## src/rtl/ttt_pkg.sv

```systemverilog
// rtl/ttt_pkg.sv - shared square/cell/state encodings and the win-line table for the tic-tac-toe controller
package ttt_pkg;

  typedef enum logic [7:0] {
    NO_SQUARE = 8'd0,
    SQUARE_1  = 8'd1,
    SQUARE_2  = 8'd2,
    SQUARE_3  = 8'd3,
    SQUARE_4  = 8'd4,
    SQUARE_5  = 8'd5,
    SQUARE_6  = 8'd6,
    SQUARE_7  = 8'd7,
    SQUARE_8  = 8'd8,
    SQUARE_9  = 8'd9
  } square_t;

  typedef enum logic [1:0] {
    CELL_EMPTY = 2'b00,
    CELL_P1    = 2'b01,
    CELL_P2    = 2'b10
  } cell_t;

  typedef enum logic [1:0] {
    ST_PLAY  = 2'd0,
    ST_CHECK = 2'd1,
    ST_DONE  = 2'd2
  } state_t;

  localparam int NUM_LINES = 8;

  // Square numbers (1-based) of each row, column and diagonal.
  localparam logic [3:0] WIN_LINES [NUM_LINES][3] = '{
    '{4'd1, 4'd2, 4'd3},
    '{4'd4, 4'd5, 4'd6},
    '{4'd7, 4'd8, 4'd9},
    '{4'd1, 4'd4, 4'd7},
    '{4'd2, 4'd5, 4'd8},
    '{4'd3, 4'd6, 4'd9},
    '{4'd1, 4'd5, 4'd9},
    '{4'd3, 4'd5, 4'd7}
  };

  function automatic logic square_legal(input logic [7:0] sq);
    return (sq >= SQUARE_1) && (sq <= SQUARE_9);
  endfunction

  // Square k lives at board[2k-1:2k-2]; the shift {k-1,0} is 2*(k-1).
  function automatic logic [1:0] cell_at(input logic [17:0] board, input logic [3:0] sq);
    logic [17:0] shifted;
    shifted = board >> {sq - 4'd1, 1'b0};
    return shifted[1:0];
  endfunction

endpackage

```

## src/rtl/ttt_win_detect.sv

```systemverilog
// rtl/ttt_win_detect.sv - combinational three-in-a-row detector for one cell code
module ttt_win_detect
  import ttt_pkg::*;
(
  input  logic [17:0] board_state,
  input  cell_t       code,
  output logic        line_found
);

  logic [NUM_LINES-1:0] hits;

  for (genvar l = 0; l < NUM_LINES; l++) begin : g_line
    assign hits[l] = (cell_at(board_state, WIN_LINES[l][0]) == code) &&
                     (cell_at(board_state, WIN_LINES[l][1]) == code) &&
                     (cell_at(board_state, WIN_LINES[l][2]) == code);
  end

  assign line_found = |hits;

endmodule

```

## src/rtl/ttt_game_ctrl.sv

```systemverilog
// rtl/ttt_game_ctrl.sv - tic-tac-toe game sequencer: board, turn, move count, win/draw detection
// Optional per-move forfeit timer enabled by defining TTT_TURN_TIMER_EN.
module ttt_game_ctrl
  import ttt_pkg::*;
#(
  parameter logic        START_PLAYER = 1'b0,
  parameter logic [31:0] TURN_TIMEOUT = 32'd250_000_000
) (
  input  logic        clk,
  input  logic        clr,
  input  logic [7:0]  square_num,
  input  logic        place,
  input  logic        new_game,
  output logic [17:0] board_state,
  output logic        cur_player,
  output logic [3:0]  move_count,
  output logic        illegal_move,
  output logic        game_over,
  output logic        player_1_win,
  output logic        player_2_win,
  output logic        draw,
  output logic        turn_timeout
);

  state_t      state, state_nxt;
  logic [17:0] board_nxt;
  logic        cur_nxt;
  logic [3:0]  count_nxt;
  logic        illegal_nxt, p1_nxt, p2_nxt, draw_nxt, timeout_nxt;
  logic        sq_ok, accept, timer_expired, line_found;
  logic [3:0]  sq_idx;
  cell_t       mover;

  assign sq_idx = square_num[3:0];
  assign mover  = cur_player ? CELL_P2 : CELL_P1;
  assign sq_ok  = square_legal(square_num) && (cell_at(board_state, sq_idx) == CELL_EMPTY);
  assign accept = (state == ST_PLAY) && place && !new_game && sq_ok;

  // The board already holds the mover's piece when CHECK evaluates it.
  ttt_win_detect u_win_detect (
    .board_state (board_state),
    .code        (mover),
    .line_found  (line_found)
  );

  always_comb begin
    state_nxt   = state;
    board_nxt   = board_state;
    cur_nxt     = cur_player;
    count_nxt   = move_count;
    illegal_nxt = 1'b0;
    p1_nxt      = player_1_win;
    p2_nxt      = player_2_win;
    draw_nxt    = draw;
    timeout_nxt = 1'b0;
    if (new_game) begin
      state_nxt = ST_PLAY;
      board_nxt = '0;
      cur_nxt   = START_PLAYER;
      count_nxt = '0;
      p1_nxt    = 1'b0;
      p2_nxt    = 1'b0;
      draw_nxt  = 1'b0;
    end else begin
      case (state)
        ST_PLAY: begin
          illegal_nxt = place && !sq_ok;
          if (accept) begin
            board_nxt = board_state | ({16'd0, mover} << {sq_idx - 4'd1, 1'b0});
            count_nxt = (move_count == 4'd9) ? move_count : move_count + 4'd1;
            state_nxt = ST_CHECK;
          end else if (timer_expired) begin
            cur_nxt     = ~cur_player;
            timeout_nxt = 1'b1;
          end
        end
        ST_CHECK: begin
          if (line_found) begin
            state_nxt = ST_DONE;
            p1_nxt    = ~cur_player;
            p2_nxt    = cur_player;
          end else if (move_count == 4'd9) begin
            state_nxt = ST_DONE;
            draw_nxt  = 1'b1;
          end else begin
            state_nxt = ST_PLAY;
            cur_nxt   = ~cur_player;
          end
        end
        ST_DONE: begin
        end
        default: state_nxt = ST_PLAY;
      endcase
    end
  end

  always_ff @(posedge clk) begin
    if (clr) begin
      state        <= ST_PLAY;
      board_state  <= '0;
      cur_player   <= START_PLAYER;
      move_count   <= '0;
      illegal_move <= 1'b0;
      player_1_win <= 1'b0;
      player_2_win <= 1'b0;
      draw         <= 1'b0;
    end else begin
      state        <= state_nxt;
      board_state  <= board_nxt;
      cur_player   <= cur_nxt;
      move_count   <= count_nxt;
      illegal_move <= illegal_nxt;
      player_1_win <= p1_nxt;
      player_2_win <= p2_nxt;
      draw         <= draw_nxt;
    end
  end

  assign game_over = (state == ST_DONE);

`ifdef TTT_TURN_TIMER_EN
  logic [31:0] turn_timer;

  // Zero outside PLAY, so entering PLAY always starts a fresh count.
  always_ff @(posedge clk) begin
    if (clr || (state != ST_PLAY) || (state_nxt != ST_PLAY) || new_game || timeout_nxt) begin
      turn_timer <= '0;
    end else begin
      turn_timer <= turn_timer + 32'd1;
    end
  end

  always_ff @(posedge clk) begin
    if (clr) begin
      turn_timeout <= 1'b0;
    end else begin
      turn_timeout <= timeout_nxt;
    end
  end

  assign timer_expired = (turn_timer == TURN_TIMEOUT - 32'd1);
`else
  logic unused_timer_cfg;
  assign unused_timer_cfg = ^{TURN_TIMEOUT, timeout_nxt};
  assign timer_expired    = 1'b0;
  assign turn_timeout     = 1'b0;
`endif

endmodule
```

## config.mk

```make
export PLATFORM = sky130hd
export DESIGN_NAME = ttt_game_ctrl
export DESIGN_NICKNAME = d
export VERILOG_FILES = /design/src/rtl/ttt_pkg.sv /design/src/rtl/ttt_win_detect.sv /design/src/rtl/ttt_game_ctrl.sv
export SDC_FILE = /design/constraint.sdc
export NUM_CORES = 1
export LEC_CHECK = 0
export ABC_AREA = 1
export CAP_MARGIN = 15
export CORE_MARGIN = 5
export CORE_UTILIZATION = 53
export CTS_CLUSTER_SIZE = 25
export DETAILED_ROUTE_END_ITERATION = 16
export PLACE_DENSITY_LB_ADDON = 0.12
export SLEW_MARGIN = 20
export SYNTH_ARGS = -nofsm -noshare
export SYNTH_HDL_FRONTEND = slang
export SYNTH_SLANG_ARGS = --single-unit
```

## constraint.sdc

```tcl
create_clock -name clk -period 2.42 [get_ports clk]
set_clock_uncertainty 0.15 [all_clocks]
set_input_delay 0.484 -clock clk [delete_from_list [all_inputs] [get_ports clk]]
set_output_delay 0.484 -clock clk [all_outputs]
set_load 0.005 [all_outputs]
```

==> results.cfg <==
[synthesis]
synth-seq-area-share_pct = 26.4
synth_cells = 356
synth-warning-count = 0
synth.distinct_cells = 31
synth-xor-area-share_pct = 0
syn_avg_cell_area_um2 = 6.17
syn_area_um2 = 2200
synth_compound_area_share_pct = 11.7
syn-num-nets = 372
synth.area.mux_share_pct = 0
synth_seq_cells = 29
synth_simple_gate_area_share_pct = 45.0
synth_adder_area_share_pct = 2.28
synth_top_family_by_area = simple AND/OR/NAND/NOR gates

[final_layout]
area.sequential_um2 = 581
num-fill-cells = 357
layout.nets = 422
layout_commonest_cell = nand2_1
layout_common_cells = nand2_1, inv_1, nand3_1, clkdlybuf4s50_1, nor2_1
syn_to_final_growth_pct = 29.6
final_cells = 457
antenna_cells = 0
drive_gt1_share_pct = 15.7
multiInputGateArea_um2 = 1310

[die]
start_util_pct = 54.9
core_um2 = 4000
io_pins = 41
die_area_um2 = 5530
rows = 23
die_w_um = 74.4
die_y_um = 74.4

[clocking]
post_cts_buffers = 0
clkTransAtPathRegs_ns = 0.07
clock-sinks = 29
post_cts_resized = 0
hold_buffers = 0
numCtsBuffers = 5
htree_levels = 2
clk_latency_ns = 0.28
cts_root_buffer = clkbuf_8
ctsLongestPathBuffers = 2
cts_tree = yes

[hold_path]
hold_path.class = reg -> reg
hold_path.startpoint = draw$_SDFFE_PP0P_
whs_endpoint = draw$_SDFFE_PP0P_
hold_depth = 2

[sta]
rsz0062_at_grt = false
fmax_mhz = 449
fin_tns_setup_ns = 0
hold_viol = 0
setup_viol = 0
setup_slack_ns = 0.192
fin_crit_ns = 2.23
period_share_pct = 92.1
finalMaxSlewViolations = 0

[power]
power_frac_comb_pct = 13.8
seqPwrFrac_pct = 40.7
p_sw_uw = 292
p_int_uw = 884
p_clk_share_pct = 45.5
power_density_nw_per_um2 = 413
p_leak_uw = 0.00121
ir_drop_mv = 0.296
swShare_pct = 24.8

[setup_path]
reg2reg_depth = 12
worstPathRequired_ns = 2.45
crit-reg2reg-capture = player_1_win$_SDFFE_PP0P_
reg2reg_slack_ns = 0.57
crit_type = in -> reg
slowest_delay_ns = 0.47
cp_cell_sequence = clkdlybuf4s50_1, inv_1, ha_4, inv_1, nand3_1, nand2_1, a21oi_2, buf_4, nand4_1, nor2_1, nor2_1
r2r-start = cur_player$_SDFFE_PP0P_
cp-end-kind = flip-flop
worstSetupStartpointType = input port
worstPathArrival_ns = 2.26
worst_path_max_delay_cell = clkdlybuf4s50_1
critPathMaxFanout = 4

[global_route]
antenna_found_initial = 0
track_usage_pct = 21.1
grt_first_pass_wirelength_mm = 9.19
first_global_vias = 2128
grt_max_degree = 24
grt.overflow.total = 0

[run_status]
status = completed

[routing]
drtIter0Drc = 174
drcViolationCount = 0
wl_per_cell_um = 12.0
vias_per_cell = 5.22
drt_first_pass_iters = 5
ant_nets = 0
via_count = 2384
wl_mm = 5.48

[placed_design]
io_buffers = 39
post-place-ws_ns = -0.231
dp.cells = 449
hpwl_mm = 4.12
gp_congestion = 0.871

[job]
drv_cap = 0
[worst max-delay path by stage]
| stage | cells after the start | startpoint | slack (ns) | endpoint |
|---|---|---|---|---|
| after floorplan | 15 | square_num[0] | 0.18 | board_state[10]$_SDFFE_PP0P_ |
| after global placement | 14 | square_num[0] | -0.21 | board_state[17]$_SDFFE_PP0P_ |
| after detailed placement | 14 | square_num[0] | -0.23 | board_state[16]$_SDFFE_PP0P_ |
| after CTS | 14 | square_num[0] | 0.05 | move_count[1]$_SDFFE_PP0P_ |
| after global routing | 15 | square_num[1] | 0.06 | move_count[0]$_SDFFE_PP0P_ |
| final | 11 | square_num[1] | 0.19 | move_count[1]$_SDFFE_PP0P_ |
[synth_stat cells, drive strengths merged]
cell,number,share of area [%]
nor4,1,0.28
nand4,8,2.3
nand3,44,11
nor3,6,1.4
nand2,120,23
conb,1,0.17
o21a,2,0.68
nor2,35,7.0
dfxtp,29,26
clkbuf,4,0.68
o21ai,18,4.1
ha,4,2.3
inv,48,8.9
buf,12,4.8
and3,1,0.28
a21oi,22,6.9
nor3b,1,0.34
[critical path, delay by kind of cell]
kind,cells,cell delay [ns]
AOI/OAI and AO/OA,1,0.21
adders and majority gates,1,0.28
buffers and inverters,4,0.78
and+or+nand+nor,5,0.49
[sequential cells by signal, indices dropped and copies added, names as in the netlist]
register	count
board_state	18
cur_player	1
draw	1
illegal_move	1
move_count	4
player_1_win	1
player_2_win	1
state	2
[cell type report]
class | instances | share of cell area, %
Sequential cell | 29 | 20.4
Clock inverter | 1 | 1.05
Timing Repair Buffer | 59 | 20.4
Clock buffer | 7 | 3.03
Tap cell | 50 | 2.20
Inverter | 48 | 6.85
Multi-Input combinational cell | 263 | 46.1
[power groups by stage]
stage	combinational (uW)	clock (uW)	sequential, uW
after floorplan	96.4	0	489
final	162	535	478
after detailed placement	158	0	489
after global placement	156	0	489
after global routing	177	567	478
after CTS	159	540	478
[kinds of logic (layout without fill, tap and decap cells)]
kind of cell	Yosys count	count (layout)
and+or+nand+nor	216	216
adders and majority gates	4	4
DFF	29	29
buffers and inverters	64	115
AOI/OAI and AO/OA	42	42
other	1	1
[stage by stage]
step | hold slack, ns | utilization (%) | total power (uW) | area, um^2
4_1_cts | 0.303 | 70.8 | 1180 | 2830
2_1_floorplan | 0.297 | - | 586 | 2200
6_report | 0.301 | 71.2 | 1180 | 2850
5_1_grt | 0.343 | 71.2 | 1220 | 2850
3_3_place_gp | 0.288 | 67.9 | 645 | 2720
3_5_place_dp | 0.293 | 67.9 | 647 | 2720
[routing by layer]
layer | routed length, um | GRT usage [%] | vias up
li1 | - | - | 1226
met1 | 2500 | 27.9 | 1053
met2 | 2470 | 33.6 | 95
met3 | 416 | 5.00 | 10
met4 | 93 | 7.51 | 0
met5 | 0 | 0 | -
Power figures use the tool's default switching activity.
